--- config.mk ---
export PLATFORM = sky130hd
export DESIGN_NAME = hv_fault_mgr
export DESIGN_NICKNAME = d
export VERILOG_FILES = /design/src/rtl/hv_fault_mgr.sv
export SDC_FILE = /design/constraint.sdc
export NUM_CORES = 1
export LEC_CHECK = 0
export ABC_AREA = 1
export BUFFER_PORTS_ARGS = -buffer_cell sky130_fd_sc_hd__buf_2
export CORE_MARGIN = 2
export CORE_UTILIZATION = 51
export DETAILED_ROUTE_END_ITERATION = 10
export PLACE_DENSITY = 0.79
export SLEW_MARGIN = 20
export SYNTH_ARGS = -nofsm -noshare
export SYNTH_HDL_FRONTEND = slang
export SYNTH_SLANG_ARGS = --single-unit
--- constraint.sdc ---
create_clock -name i_clk -period 1.95 [get_ports i_clk]
set_clock_uncertainty 0.15 [all_clocks]
set_input_delay 0.2925 -clock i_clk [delete_from_list [all_inputs] [get_ports i_clk]]
set_output_delay 0.2925 -clock i_clk [all_outputs]
set_load 0.01 [all_outputs]
--- src/rtl/hv_fault_mgr.sv ---
// HV fault manager: per-channel debounce, mask/class, sticky latching and a
// run/fault/recover/lockout FSM. Define HV_FLT_MGR_SNAPSHOT_EN for first-fault capture.
module hv_fault_mgr #(
    parameter int ERR_NUM   = 8,
    parameter int DBC_CYC   = 4,
    parameter int RCV_CYC   = 16,
    parameter int RETRY_MAX = 3,
    parameter int RETRY_W   = 3
) (
    input  logic               i_clk,
    input  logic               i_rst,
    input  logic               i_en,
    input  logic [ERR_NUM-1:0] i_err_raw,
    input  logic [ERR_NUM-1:0] i_err_mask,
    input  logic [ERR_NUM-1:0] i_err_kill,
    input  logic [ERR_NUM-1:0] i_err_clr,
    input  logic               i_lock_clr,
    output logic [ERR_NUM-1:0] o_err_flt,
    output logic [ERR_NUM-1:0] o_err_sticky,
    output logic [ERR_NUM-1:0] o_first_err,
    output logic               o_pwm_en,
    output logic               o_intb_n,
    output logic [RETRY_W-1:0] o_retry_cnt,
    output logic [2:0]         o_st
);

    // state | meaning
    // IDLE  | fault handling disabled
    // RUN   | normal operation, PWM enabled
    // FAULT | kill-class error active, PWM off
    // RCV   | errors gone, waiting out the recovery time
    // LOCK  | retry limit reached, waiting for i_lock_clr
    typedef enum logic [2:0] {
        ST_IDLE  = 3'd0,
        ST_RUN   = 3'd1,
        ST_FAULT = 3'd2,
        ST_RCV   = 3'd3,
        ST_LOCK  = 3'd4
    } st_e;

    localparam int DW = (DBC_CYC > 1) ? $clog2(DBC_CYC) : 1;
    localparam int TW = $clog2(RCV_CYC + 1);
    localparam logic [DW-1:0]      DBC_TC    = DW'(DBC_CYC - 1);
    localparam logic [TW-1:0]      RCV_LD    = TW'(RCV_CYC);
    localparam logic [TW-1:0]      RUN_TC    = TW'(RCV_CYC - 1);
    localparam logic [TW-1:0]      TMR_ONE   = TW'(1);
    localparam logic [RETRY_W-1:0] RETRY_LIM = RETRY_W'(RETRY_MAX);
    localparam logic [RETRY_W-1:0] RETRY_SAT = '1;

    logic [ERR_NUM-1:0] flt_q, flt_d;
    logic [DW-1:0]      dbc_q [ERR_NUM];
    logic [DW-1:0]      dbc_d [ERR_NUM];
    logic [ERR_NUM-1:0] sticky_q, sticky_d;
    logic [ERR_NUM-1:0] act;
    logic               kill;
    st_e                st_q, st_d;
    logic [TW-1:0]      tmr_q, tmr_d;
    logic [RETRY_W-1:0] retry_q, retry_d, retry_inc;
    logic               pwm_q, intb_q;

    always_comb begin
        flt_d = flt_q;
        for (int i = 0; i < ERR_NUM; i++) begin
            dbc_d[i] = '0;
            if (i_err_raw[i] != flt_q[i]) begin
                if (dbc_q[i] == DBC_TC) flt_d[i] = ~flt_q[i];
                else                    dbc_d[i] = dbc_q[i] + 1'b1;
            end
        end
    end

    assign act      = flt_q & ~i_err_mask;
    assign kill     = |(act & i_err_kill);
    // An active channel always wins over its clear pulse.
    assign sticky_d = act | (sticky_q & ~(i_err_clr & ~act));
    assign retry_inc = (retry_q == RETRY_SAT) ? retry_q : retry_q + 1'b1;

    always_comb begin
        st_d    = st_q;
        tmr_d   = tmr_q;
        retry_d = retry_q;
        case (st_q)
            ST_IDLE: begin
                if (i_en) begin
                    st_d  = ST_RUN;
                    tmr_d = '0;
                end
            end
            ST_RUN: begin
                if (!i_en) begin
                    st_d = ST_IDLE;
                end else if (kill) begin
                    st_d    = ST_FAULT;
                    retry_d = retry_inc;
                end else if (tmr_q == RUN_TC) begin
                    retry_d = '0;
                    tmr_d   = '0;
                end else begin
                    tmr_d = tmr_q + 1'b1;
                end
            end
            ST_FAULT: begin
                if (!i_en) begin
                    st_d = ST_IDLE;
                end else if (!kill) begin
                    if (retry_q >= RETRY_LIM) begin
                        st_d = ST_LOCK;
                    end else begin
                        st_d  = ST_RCV;
                        tmr_d = RCV_LD;
                    end
                end
            end
            ST_RCV: begin
                if (!i_en) begin
                    st_d = ST_IDLE;
                end else if (kill) begin
                    st_d    = ST_FAULT;
                    retry_d = retry_inc;
                end else if (tmr_q == TMR_ONE) begin
                    st_d  = ST_RUN;
                    tmr_d = '0;
                end else begin
                    tmr_d = tmr_q - 1'b1;
                end
            end
            ST_LOCK: begin
                if (i_lock_clr) begin
                    st_d    = ST_IDLE;
                    retry_d = '0;
                end
            end
            default: begin
                st_d  = ST_IDLE;
                tmr_d = '0;
            end
        endcase
    end

    always_ff @(posedge i_clk) begin
        if (i_rst) begin
            flt_q    <= '0;
            sticky_q <= '0;
            st_q     <= ST_IDLE;
            tmr_q    <= '0;
            retry_q  <= '0;
            pwm_q    <= 1'b0;
            intb_q   <= 1'b0;
            for (int i = 0; i < ERR_NUM; i++) dbc_q[i] <= '0;
        end else begin
            flt_q    <= flt_d;
            sticky_q <= sticky_d;
            st_q     <= st_d;
            tmr_q    <= tmr_d;
            retry_q  <= retry_d;
            pwm_q    <= (st_d == ST_RUN);
            intb_q   <= !((st_d == ST_FAULT) || (st_d == ST_LOCK) ||
                          (st_d == ST_IDLE) || (|sticky_d));
            for (int i = 0; i < ERR_NUM; i++) dbc_q[i] <= dbc_d[i];
        end
    end

`ifdef HV_FLT_MGR_SNAPSHOT_EN
    logic [ERR_NUM-1:0] first_q;
    logic               snap_cap, snap_clr;

    // Released by the lockout clear or by the clean-run retry reset.
    assign snap_cap = (st_q == ST_RUN) && i_en && kill;
    assign snap_clr = ((st_q == ST_RUN) && i_en && !kill && (tmr_q == RUN_TC)) ||
                      ((st_q == ST_LOCK) && i_lock_clr);

    always_ff @(posedge i_clk) begin
        if (i_rst)                         first_q <= '0;
        else if (snap_clr)                 first_q <= '0;
        else if (snap_cap && first_q == '0) first_q <= act & i_err_kill;
    end

    assign o_first_err = first_q;
`else
    assign o_first_err = '0;
`endif

    assign o_err_flt    = flt_q;
    assign o_err_sticky = sticky_q;
    assign o_pwm_en     = pwm_q;
    assign o_intb_n     = intb_q;
    assign o_retry_cnt  = retry_q;
    assign o_st         = st_q;

endmodule

=== Word level (Yosys, flattened, before mapping) ===
Memory sizes are Yosys's and may differ from the RTL's.
Index checks and enable logic that the tools add are counted.

* Reductions and logical operators: 19
* Magnitude comparators: 1
* Add/sub/neg operators: 11
* Muxes and demuxes: 57
* Bitwise gates (word level): 25
* Equal/unequal tests: 37

{| class="wikitable"
|+ Operators with widths
! operator !! number
|-
| $mux 3 || 17
|-
| $mux 5 || 10
|-
| $mux 2 || 24
|-
| $and 8x8->8 || 4
|-
| $pmux 5 s5 || 1
|-
| $not 8->8 || 3
|-
| $ne 2x2->1 const B || 10
|-
| $add 2x1->2 const B || 8
|-
| $eq 2x2->1 const B || 8
|-
| $reduce_and 2->1 || 8
|-
| $reduce_or 8->1 || 2
|-
| $pmux 3 s5 || 1
|-
| $eq 3x2->1 const B || 3
|-
| $eq 3x3->1 const B || 3
|-
| $not 1->1 || 9
|-
| $pmux 3 s3 || 1
|-
| $reduce_and 9->1 || 1
|-
| $ne 1x1->1 || 8
|-
| $or 1x1->1 || 8
|-
| $or 8x8->8 || 1
|-
| $eq 3x1->1 const B || 2
|-
| $logic_not 3->1 || 2
|-
| $reduce_and 6->1 || 1
|-
| $add 5x1->5 const B || 1
|-
| other kinds (10) || 14
|}

* Output and inout port bits: 32
* Memories kept: 1
* Input bits: 36
* RAM bits: 16
* Register bits after elaboration: 29
* Logic and storage cells: 165

{| class="wikitable"
|+ Memories
! memory !! words !! bits a word !! rd ports !! clocked after memory_dff !! wr ports !! RTL line !! text
|-
| dbc_q || 8 || 2 || 8 || 0 || 8 || 51 || <nowiki>logic [DW-1:0] dbc_q [ERR_NUM];</nowiki>
|}

=== Depth between registers and ports, before layout ===
Gate-level depths: netlist of run 1.

* Word-level depth: 12
* Depth in mapped cells: 10
* Depth with buffers taken out: 10

=== Worst setup path after synthesis of run 1 ===
OpenSTA, ideal clock, no wires.

* Kind: flip-flop to flip-flop
* Start: reg tmr_q[0]
* End: reg retry_q[0] (netlist: o_retry_cnt[0])
* Clock period less this slack: 1.488 ns
* Buffers on the path: 0
* Arrival time: 1.224 ns
* Data required time: 1.687 ns
* Setup slack: 0.462 ns
* Stages on the path, launching flop included: 9
* Setup time: 0.113 ns
* Cell sequence: dfxtp_1 ha_1 nand3_1 o21ai_2 nand2_2 nand3_2 nand3_2 o21ai_1 nor2_1

* Cells in the longest elaborated chain, start to end: 3

{| class="wikitable"
|+ RTL lines
! item !! RTL line !! text
|-
| start: declaration || 57 || <nowiki>logic [TW-1:0] tmr_q, tmr_d;</nowiki>
|-
| start signal: assignment || 154 || <nowiki>tmr_q <= tmr_d;</nowiki>
|-
| $eq 5x4->1 || 95 || <nowiki>end else if (tmr_q == RUN_TC) begin</nowiki>
|-
| $ne 3x3->1 (no line) || n/a ||
|-
| $reduce_and 6->1 (no line) || n/a ||
|-
| end signal: assignment || 155 || <nowiki>retry_q <= retry_d;</nowiki>
|-
| end: declaration || 58 || <nowiki>logic [RETRY_W-1:0] retry_q, retry_d, retry_inc;</nowiki>
|}

No other way between the ends.
A chain may end at the register's enable or synchronous reset.

=== Final worst setup path of run 1 ===
Ends and elaborated chain as after synthesis.

==> summary.md, run 1 <==
Run status
- complete, no violations — run status

Yosys
- 0 — warnings from Yosys
- 0.767% — Synth Area in XOR/XNOR
- sky130_fd_sc_hd__nor2_1 — dominant cell by count in the synthesized netlist
- sky130_fd_sc_hd__dfxtp_1 — cell type contributing the most total cell area after synthesis
- 7.03 um^2 — Syn Area/Cell
- sky130_fd_sc_hd__dfxtp_1 39%, sky130_fd_sc_hd__nor2_1 9.5%, sky130_fd_sc_hd__inv_1 9.0% — ranking of synthesized cells by area
- 58 x sky130_fd_sc_hd__nor2_1, 55 x sky130_fd_sc_hd__inv_1, 45 x sky130_fd_sc_hd__dfxtp_1 — Post-synth top cells
- 0 — number of enable flip-flop cells after synthesis
- 0% — Async SR Flop Fraction
- 45 — total of flip-flops plus latches after synthesis
- sky130_fd_sc_hd__dfxtp_1 — dominant register cell in the synthesized netlist
- 325 — synthesized instance count
- 6.57% — adder and majority gate portion of the synthesized area
- 39.4% — area fraction of the dominant cell type after synthesis
- 14.8% — compound-gate portion of the synthesized area
- 0% — portion of netlist area occupied by mux cells
- 31 — count of different cell masters after synthesis
- 39.4% — sequential share of the synthesized area
- simple AND/OR/NAND/NOR gates — combinational family with the most area after synthesis
- 2280 um^2 — cell area after synthesis
- 24.9% — post-synthesis simple-gate area fraction

Clock tree
- 0 — post-CTS resize count
- 0.08 ns — clock slew seen by the registers of the worst setup and hold paths
- 45 — clock sink total
- sky130_fd_sc_hd__clkbuf_8 — clk root buf
- 5 — number of buffers added by the clock tree synthesis step
- 0 — buffer count from post-CTS setup fixing
- 0.29 ns — clock latency reported for the late side of the worst-skew pair
- 0 — Post-CTS Hold Buffers
- built — CTS tree
- 2 — CTS Buffer Depth
- 2 — level count of the clock H-tree

Setup path
- flop — Setup crit end kind
- 5 — maximum net fanout on the critical path
- ha_1 > nand3_1 > o21ai_2 > nand2_2 > nand3_2 > nand3_2 > o21ai_1 > nor2_1 — ordered list of cells on the worst path
- reg -> reg — crit path kind
- sky130_fd_sc_hd__dfxtp_1 — Critical-path top delay cell
- 0.23 ns — slack of the worst reg-to-reg path
- sky130_fd_sc_hd__nand3_2 — Top cell by count, worst path
- tmr_q[0] — origin of the worst setup path
- 1.76 ns — signal arrival time at the worst endpoint
- 1.99 ns — required time at the endpoint of the critical path
- tmr_q[0] — launch instance of the worst register-to-register path
- 0.42 ns — biggest cell delay along the critical path
- flop — CP Launch Type

Timing
- 0 — total setup violations reported at the end of the flow
- 0.234 ns — Setup WS post-layout
- no — unrepaired setup endpoints after global routing
- 88.0% — post-route clock period utilization
- 0 — final count of hold timing violations
- 0.102 ns — hold slack final
- 0 ns — setup TNS
- 0.583 GHz — maximum operating frequency
- 0 — fin. max-slew vios
- 1.72 ns — Period minus WS final

Floorplan
- 5030 um^2 — Die ar.
- 52.8% — initial standard-cell utilization of the core
- 70.9 um — die width
- 4320 um^2 — placeable core area
- 68 — count of pins on the block boundary
- 24 — # rows
- 70.9 um — Die Y

Route
- 2125 — routed via count
- 0 — count of nets left with antenna violations after detail routing
- 4 — number of iterations in the first detailed-routing pass
- 10.6 um — wire per inst
- 0 — post-route DRC violation count
- 103 — drt first-iter violations
- 4.83 — average via count per standard cell
- 4670 um — total detailed-routing wirelength

Place
- 0.254 ns — worst-case setup slack after placement
- 3780 um — estimated wirelength of the detail-placed design
- 59 — I/O Buffers
- 2600 um^2 — cell area after placement
- 432 — number of placed instances with taps included
- 0.835 — RD Place Congestion

Job
- 0 — Max-Cap Viols

Power and ir drop
- 1.36 nW — Leak Pwr
- 38.3% — clock group share of total power
- 443 uW — Psw
- 23.5% — Sw Share
- 1.45 mW — cell internal pwr
- 51.4% — register share of total power
- 696 nW/um^2 — total power per unit cell area
- 473 uV — Max VDD drop
- 10.3% — combinational cell fraction of total power

Global route
- 8200 um — global-route wire length before repair
- 0 — global route overflow
- 1999 — number of global-route vias before repair
- 20.0% — global router's overall resource usage
- 17 — maximum number of pins on one net before global-route repair
- 0 — antenna violations before repair

Layout
- 2720 um^2 — final non-filler cell area
- 21.6% — proportion of layout cells with a drive suffix above 1
- 440 — final instance count without filler cells
- 0 — antenna diode count
- 435 — final layout net count
- 18.9% — Synth-to-Final Area Change

Worst hold path
- in -> reg — worst hold-check path type
- i_err_raw[7] — startpoint of the tightest hold check path

placed cells by master (no fill, tap or decap), drive strengths merged:
master | netlist | layout
nor4 | 1 | 1
ha | 12 | 12
a31oi | 2 | 2
o21ai | 28 | 28
clkbuf | 1 | 6
xnor2 | 1 | 1
conb | 1 | 8
nand3b | 1 | 1
o211ai | 8 | 8
inv | 59 | 59
bufinv | 0 | 1
clkinvlp | 0 | 1
nand4 | 2 | 2
nor3 | 1 | 1
or2 | 1 | 1
xor2 | 1 | 1
o22ai | 2 | 2
a21oi | 19 | 19
nor2 | 62 | 62
nand2 | 47 | 47
dfxtp | 45 | 45
buf | 11 | 60
nand3 | 19 | 19
a21boi | 1 | 1
area by class of cell:
type | instances | area, um^2
multi-input cells | 216 | 1110
well taps | 52 | 65.1
repair buffers | 60 | 303
inverters | 59 | 221
flip-flops and latches | 45 | 901
fillers | 422 | 1610
clock inverters | 2 | 37.5
clock buffers | 6 | 82.6
final timing paths:
path / cells after the start / endpoint
max: 8 / o_retry_cnt[0]
min: 3 / o_err_flt[7]
max reg2reg: 8 / o_retry_cnt[0]
min reg2reg: 1 / dbc_q[0][4]
power groups by stage:
stage / registers [mW] / logic, mW / clock network [mW]
detailed placement: 0.993 / 0.196 / 0
CTS: 0.971 / 0.196 / 0.742
global route: 0.975 / 0.229 / 0.780
finish: 0.971 / 0.195 / 0.723
floorplan: 0.991 / 0.134 / 0
global placement: 0.991 / 0.189 / 0
kinds of logic after synthesis:
kind of cell,count (synthesis)
buffers and inverters,71
flip-flops,45
AO/OA/AOI/OAI,60
XOR/XNOR,2
other,1
AND/OR/NAND/NOR,134
adder cells (fa/ha/maj),12
metal layers:
layer  GRT usage, %  up-vias  wire [um]
met3           4.56        5        217
met4           5.45        0         35
li1               -     1132          -
met5              0        -          0
met2           35.3       44       2310
met1           24.4      944       2110
critical path, delay by kind of cell, from the launching register on:
| family | cells | cell delay [ns] |
|---|---|---|
| adders and majority gates | 1 | 0.23 |
| and+or+nand+nor | 5 | 0.44 |
| AOI/OAI and AO/OA | 2 | 0.37 |
| DFF | 1 | 0.42 |
per-stage QoR:
stage	utilization (%)	total power, mW
global placement	60.0	1.18
detailed placement	60.0	1.19
CTS	62.8	1.91
global route	62.8	1.98
floorplan	-	1.13
finish	62.8	1.89
state kept, by name, indices dropped and copies added (netlist names):
| register | count |
|---|---|
| dbc_q | 16 |
| o_err_flt | 8 |
| o_err_sticky | 8 |
| tmr_q | 5 |
| o_retry_cnt | 3 |
| o_st | 3 |
| o_intb_n | 1 |
| o_pwm_en | 1 |
No activity file was read; power rests on OpenSTA's default activity.
==> run 2, diff against run 1 <==
CORE_UTILIZATION = 36   (was 51)
PLACE_DENSITY = not set   (was 0.79)
==> run 2 against run 1 <==
Net effect:
- register-to-register slack better by 0.096 ns
- sequential power about the same
- die area up 39%
- routed wire length up 4.9%
- cell count up 5.9%
- worst hold slack worse by 0.0078 ns
- critical path depth up 1
- clock-buffer cell count unchanged
- critical endpoint unchanged
- largest cell class unchanged
- largest power group unchanged
==> summary.md, run 2 (synthesis gave the netlist of run 1 again) <==
Route
- 2114 — routed via count, -0.52%
- 10.5 um — wire per inst, -0.94%
- 0 — post-route DRC violation count, unchanged
- 0 — count of nets left with antenna violations after detail routing, unchanged
- 4890 um — total detailed-routing wirelength, +4.9%
- 4 — number of iterations in the first detailed-routing pass, unchanged
- 84 — drt first-iter violations, -18%
- 4.54 — average via count per standard cell, -6.1%

Timing
- 1.62 ns — Period minus WS final, -0.0958 ns
- 0 — fin. max-slew vios, unchanged
- 0 — total setup violations reported at the end of the flow, unchanged
- 0 — final count of hold timing violations, unchanged
- 0.617 GHz — maximum operating frequency, +5.9%
- 83.1% — post-route clock period utilization, -4.9 points
- no — unrepaired setup endpoints after global routing
- 0 ns — setup TNS, unchanged

Power and ir drop
- 1.31 mW — cell internal pwr, -9.2%
- 457 uW — Psw, +3.2%
- 33.9% — clock group share of total power, -4.4 points
- 305 uV — Max VDD drop, -35%
- 648 nW/um^2 — total power per unit cell area, -6.8%
- 25.8% — Sw Share, +2.4 points
- 54.8% — register share of total power, +3.4 points
- 11.3% — combinational cell fraction of total power, +1.0 points
- 1.36 nW — Leak Pwr, -0.33%

Global route
- 1914 — number of global-route vias before repair, -4.3%
- 16 — maximum number of pins on one net before global-route repair, -1
- 0 — global route overflow, unchanged
- 0 — antenna violations before repair, unchanged
- 8310 um — global-route wire length before repair, +1.3%
- 14.4% — global router's overall resource usage, -5.6 points

Setup path
- 5 — maximum net fanout on the critical path, unchanged
- flop — Setup crit end kind
- simple AND/OR/NAND/NOR gates — critical path's top delay family
- 1.72 ns — signal arrival time at the worst endpoint, -0.04 ns
- sky130_fd_sc_hd__dfxtp_1 — Critical-path top delay cell
- 2.05 ns — required time at the endpoint of the critical path, +0.06 ns
- reg -> reg — crit path kind
- 9 — length in cells of the worst reg-to-reg path, +1
- 0.40 ns — biggest cell delay along the critical path, -0.02 ns
- 0 — crit path buf inv count, unchanged
- ha_1 > nand3_1 > o21ai_2 > nand2_2 > nand3_2 > nand3_2 > nand2_1 > nand2_1 > nor2_1 — ordered list of cells on the worst path
- 9 — number of cells on the critical path, +1
- flop — CP Launch Type

Layout
- dbc_q — Largest Register
- 43.8% — share of the core filled with cells in the final layout, -19 points
- 16 — max FFs per register, unchanged
- 59 x sky130_fd_sc_hd__buf_2, 58 x sky130_fd_sc_hd__nor2_1, 55 x sky130_fd_sc_hd__inv_1 — most frequent cells in the layout
- 21.9% — proportion of layout cells with a drive suffix above 1, +0.20 points
- 0 — antenna diode count, unchanged
- 466 — final instance count without filler cells, +5.9%
- 437 — final layout net count, +0.46%
- sky130_fd_sc_hd__buf_2 — leading cell type in the layout, fill and taps excluded
- 19.6% — Synth-to-Final Area Change

Worst hold path
- in -> reg — worst hold-check path type
- 3 — WHS Path Cells, unchanged

Run status
- complete, no violations — run status

Clock tree
- built — CTS tree
- 0.30 ns — clock latency reported for the late side of the worst-skew pair, about the same
- 45 — clock sink total, unchanged
- 0 — Post-CTS Hold Buffers, unchanged
- 2 — level count of the clock H-tree, unchanged
- 0 — buffer count from post-CTS setup fixing, unchanged
- 0.09 ns — clock slew seen by the registers of the worst setup and hold paths, about the same
- 0 — post-CTS resize count, unchanged
- 5 — number of buffers added by the clock tree synthesis step, unchanged
- sky130_fd_sc_hd__clkbuf_8 — clk root buf
- 2 — CTS Buffer Depth, unchanged

Place
- 3840 um — estimated wirelength of the detail-placed design, +1.7%
- 0.881 — RD Place Congestion, +5.5%
- 59 — I/O Buffers, unchanged
- 459 — number of placed instances with taps included, +6.3%

Floorplan
- 7000 um^2 — Die ar., +39%
- 83.7 um — Die Y, +18%
- 6240 um^2 — placeable core area, +44%
- 29 — # rows, +21%
- 83.7 um — die width, +18%
- 68 — count of pins on the block boundary, unchanged
- 36.6% — initial standard-cell utilization of the core, -16 points

Job
- 0 — Max-Cap Viols, unchanged

==> run 2: changes by cell type in the layout (fill, tap and decap cells not counted), sizes merged <==
cell    change
buf         +2
bufinv      -1
==> run 2: area by class of cell <==
type	instances	area, um^2
clock inverter	1	7.51
sequential	45	901
multi-input combinational	216	1110
tap	77	96.3
fill	633	3510
timing repair buffer	62	318
clock buffer	6	82.6
inverter	59	221
==> run 2: tightest hold or removal path, stage by stage <==
cell and delay, ns:
sky130_fd_sc_hd__buf_2 0.10, sky130_fd_sc_hd__nor2_1 0.04, sky130_fd_sc_hd__nor2_1 0.08
==> run 2: per-stage QoR <==
stage               power (mW)  cell area [um^2]  hold WS (ns)  worst slack (ns)
global route              1.85              2730         0.106             0.166
CTS                       1.79              2730        0.0915             0.318
global placement          1.19              2640         0.258             0.368
floorplan                 1.13              2310         0.249             0.462
finish                    1.77              2730        0.0939             0.330
detailed placement        1.19              2640         0.262             0.322
==> run 2: power groups by stage <==
stage | clock network (mW) | registers [mW] | logic [mW]
2_1_floorplan | 0 | 0.991 | 0.134
3_3_place_gp | 0 | 0.992 | 0.196
3_5_place_dp | 0 | 0.992 | 0.201
4_1_cts | 0.620 | 0.970 | 0.201
5_1_grt | 0.646 | 0.975 | 0.232
6_report | 0.600 | 0.970 | 0.201
==> run 2: final timing paths <==
path                 from              to  slack, ns
max              tmr_q[0]  o_retry_cnt[0]       0.33
min          i_err_raw[7]    o_err_flt[7]       0.09
max reg2reg      tmr_q[0]  o_retry_cnt[0]       0.33
min reg2reg   dbc_q[1][4]     dbc_q[1][4]       0.27
==> run 2: metal layers <==
| metal | vias to the layer above | global-route usage [%] | part of all wire (%) |
|---|---|---|---|
| li1 | 1137 | - | - |
| met1 | 914 | 18.2 | 47 |
| met2 | 57 | 24.5 | 46 |
| met3 | 6 | 3.56 | 5.7 |
| met4 | 0 | 3.96 | 1.5 |
| met5 | - | 0 | 0 |
==> run 3, diff against run 2 <==
ABC_AREA = 0   (was 1)
clock period = 1.4 ns   (was 1.95 ns; I/O delays follow)
==> run 3 against run 2 <==
Net effect:
- total power rose by 43%
- cell count fell by 4.9%
- non-clock buffer count grew 44
- critical path type unchanged
- the flow now finishes with violations (setup timing)
- die area up 3.2%
- largest cell class unchanged
- worst setup slack worse by 0.75 ns
==> summary.md, run 3 <==
Setup path
- tmr_q[1] — FF-to-FF End
- 1.44 ns — required time at the endpoint of the critical path, -0.61 ns
- reg -> reg — crit path kind
- flop — Setup crit end kind
- sky130_fd_sc_hd__or3_4 — Critical-path top delay cell
- -0.42 ns — slack of the worst reg-to-reg path, -0.75 ns
- flop — CP Launch Type
- 1.85 ns — signal arrival time at the worst endpoint, +0.13 ns
- buf_12 > a211oi_4 > o21ai_2 > or3_4 > a221oi_2 > a211oi_1 — ordered list of cells on the worst path
- 5 — maximum net fanout on the critical path, unchanged
- 0.39 ns — biggest cell delay along the critical path, about the same
- 6 — length in cells of the worst reg-to-reg path, -3
- o_retry_cnt[1] — launch instance of the worst register-to-register path

Worst hold path
- i_err_raw[2] — startpoint of the tightest hold check path
- in -> reg — worst hold-check path type
- 3 — WHS Path Cells, unchanged
- o_err_flt[2] — capture endpoint of the worst hold path

Yosys
- 45 x sky130_fd_sc_hd__dfxtp_1, 41 x sky130_fd_sc_hd__nor2_1, 23 x sky130_fd_sc_hd__inv_1 — Post-synth top cells
- sky130_fd_sc_hd__dfxtp_1 — dominant register cell in the synthesized netlist
- sky130_fd_sc_hd__dfxtp_1 — cell type contributing the most total cell area after synthesis
- 0% — Async SR Flop Fraction, unchanged
- 2360 um^2 — cell area after synthesis, +3.4%
- sky130_fd_sc_hd__dfxtp_1 — dominant cell by count in the synthesized netlist
- 38.1% — area fraction of the dominant cell type after synthesis, -1.3 points
- sky130_fd_sc_hd__dfxtp_1 38%, sky130_fd_sc_hd__nor2_1 6.5%, sky130_fd_sc_hd__ha_1 6.4% — ranking of synthesized cells by area
- 45 — total of flip-flops plus latches after synthesis, unchanged
- 9.05 um^2 — Syn Area/Cell, +29%
- 0 — warnings from Yosys, unchanged
- 261 — synthesized instance count, -20%
- 38.1% — sequential share of the synthesized area, -1.3 points
- 0 — number of enable flip-flop cells after synthesis, unchanged
- 54 — count of different cell masters after synthesis, +74%

Route
- 2131 — routed via count, +0.80%
- 5590 um — total detailed-routing wirelength, +14%
- 4.81 — average via count per standard cell, +6.0%
- 0 — count of nets left with antenna violations after detail routing, unchanged
- 0 — post-route DRC violation count, unchanged
- 4 — number of iterations in the first detailed-routing pass, unchanged
- 98 — drt first-iter violations, +17%
- 12.6 um — wire per inst, +20%

Floorplan
- 37.2% — initial standard-cell utilization of the core, +0.59 points
- 29 — # rows, unchanged
- 85.0 um — Die Y, +1.6%
- 7230 um^2 — Die ar., +3.2%
- 68 — count of pins on the block boundary, unchanged
- 85.0 um — die width, +1.6%
- 6350 um^2 — placeable core area, +1.7%

Timing
- yes — unrepaired setup endpoints after global routing
- 0 — fin. max-slew vios, unchanged
- 13 — total setup violations reported at the end of the flow, +13
- -4.53 ns — setup TNS, -4.53 ns
- 1.82 ns — Period minus WS final, +0.197 ns
- 130% — post-route clock period utilization, +47 points
- -0.417 ns — Setup WS post-layout, -0.747 ns
- 0.0210 ns — hold slack final, -0.0729 ns
- 0 — final count of hold timing violations, unchanged
- 0.550 GHz — maximum operating frequency, -11%

Power and ir drop
- 1.53 nW — Leak Pwr, +13%
- 740 nW/um^2 — total power per unit cell area, +14%
- 463 uV — Max VDD drop, +52%

Layout
- 44.5% — Synth-to-Final Area Change
- dbc_q — Largest Register
- 16 — max FFs per register, unchanged
- 3410 um^2 — final non-filler cell area, +25%
- 443 — final instance count without filler cells, -4.9%
- 0 — antenna diode count, unchanged
- 413 — final layout net count, -5.5%
- 59 x sky130_fd_sc_hd__buf_2, 39 x sky130_fd_sc_hd__nor2_1, 38 x sky130_fd_sc_hd__dfxtp_1 — most frequent cells in the layout
- sky130_fd_sc_hd__buf_2 — leading cell type in the layout, fill and taps excluded
- 44.8% — proportion of layout cells with a drive suffix above 1, +23 points
- 588 — total of fill cells in the finished design, -7.1%

Run status
- setup timing — failing checks
- complete, but fails checks — run status

Clock tree
- 2 — level count of the clock H-tree, unchanged
- sky130_fd_sc_hd__clkbuf_8 — clk root buf
- 0.30 ns — clock latency reported for the late side of the worst-skew pair, about the same
- 0.08 ns — clock slew seen by the registers of the worst setup and hold paths, about the same
- 0 — Post-CTS Hold Buffers, unchanged
- 5 — number of buffers added by the clock tree synthesis step, unchanged
- 45 — clock sink total, unchanged
- 2 — CTS Buffer Depth, unchanged
- built — CTS tree

Place
- 431 — number of placed instances with taps included, -6.1%
- 3110 um^2 — cell area after placement, +18%
- 59 — I/O Buffers, unchanged
- 4160 um — estimated wirelength of the detail-placed design, +8.4%
- 0.802 — RD Place Congestion, -8.9%
- -0.425 ns — worst-case setup slack after placement, -0.747 ns

Job
- 0 — Max-Cap Viols, unchanged

Global route
- 9140 um — global-route wire length before repair, +10%
- 0 — global route overflow, unchanged
- 38 — maximum number of pins on one net before global-route repair, +22
- 15.7% — global router's overall resource usage, +1.3 points
- 1986 — number of global-route vias before repair, +3.8%
- 0 — antenna violations before repair, unchanged

## run 3: cell count changes after synthesis, sizes merged, moves of 12 or more
| cell | delta |
|---|---|
| nand2 | -42 |
| inv | -36 |
| o21ai | -22 |
| nor2 | -21 |
| nand3 | -16 |
| nor2b | +12 |
## run 3: final cells by class
type / count / area (um^2) / share of cell area (%)
Multi-Input combinational cell: 184 / 1500 / 44.0
Sequential cell: 45 / 917 / 26.9
Timing Repair Buffer: 106 / 729 / 21.4
Tap cell: 77 / 96.3 / 2.82
Inverter: 23 / 86.3 / 2.53
Clock buffer: 7 / 76.3 / 2.24
Clock inverter: 1 / 7.51 / 0.220
## run 3: logic make-up (layout without fill, tap and decap cells)
kind of cell               Yosys count  count (layout)  share of synthesized area (%)
buffers and inverters               39             137                           9.06
adders and majority gates           12              12                           6.36
AOI/OAI and AO/OA                   40              40                           12.6
and+or+nand+nor                    103             103                           25.3
muxes                               11              11                           4.71
DFF                                 45              45                           38.1
xor gates and xnor gates            10              10                           3.71
other                                1               8                          0.159
## run 3: through the flow
step | power [mW] | utilization, %
6_report | 2.53 | 53.8
5_1_grt | 2.65 | 53.8
4_1_cts | 2.51 | 51.5
3_5_place_dp | 1.72 | 48.9
3_3_place_gp | 1.71 | 48.9
2_1_floorplan | 1.58 | -
## run 3: how the worst max path moves through the flow
| stage | from | to |
|---|---|---|
| 6_report | o_retry_cnt[1] | tmr_q[1] |
| 3_3_place_gp | o_retry_cnt[0] | tmr_q[1] |
| 2_1_floorplan | o_retry_cnt[0] | tmr_q[1] |
| 5_1_grt | tmr_q[1] | tmr_q[3] |
| 3_5_place_dp | o_retry_cnt[0] | tmr_q[1] |
| 4_1_cts | o_retry_cnt[0] | tmr_q[1] |
## run 3: per-layer routing
metal,GRT usage [%],vias to the layer above,wire (um)
met3,4.77,6,286
met5,0,-,0
met1,20.2,993,2520
met4,3.61,0,49
met2,26.1,44,2740
li1,-,1088,-
## run 3: report_power, final
part,internal [mW],switching [mW]
combinational,0.207,0.187
clock,0.354,0.438
sequential,1.31,0.0255
total,1.87,0.651
## run 3: worst max-delay path, delay by kind of cell, from the launching register on
kind	cells	cell delay, ns
flip-flops	1	0.35
buffers and inverters	1	0.13
AO/OA/AOI/OAI	4	0.69
AND/OR/NAND/NOR	1	0.39
## run 3: timing repair
action,CTS,global route
setup buffers,1,3
hold endpoints to repair,0,0
cloned,0,0
resized for setup,18,20
endpoints found under the setup margin,14,13
pin swaps,9,12
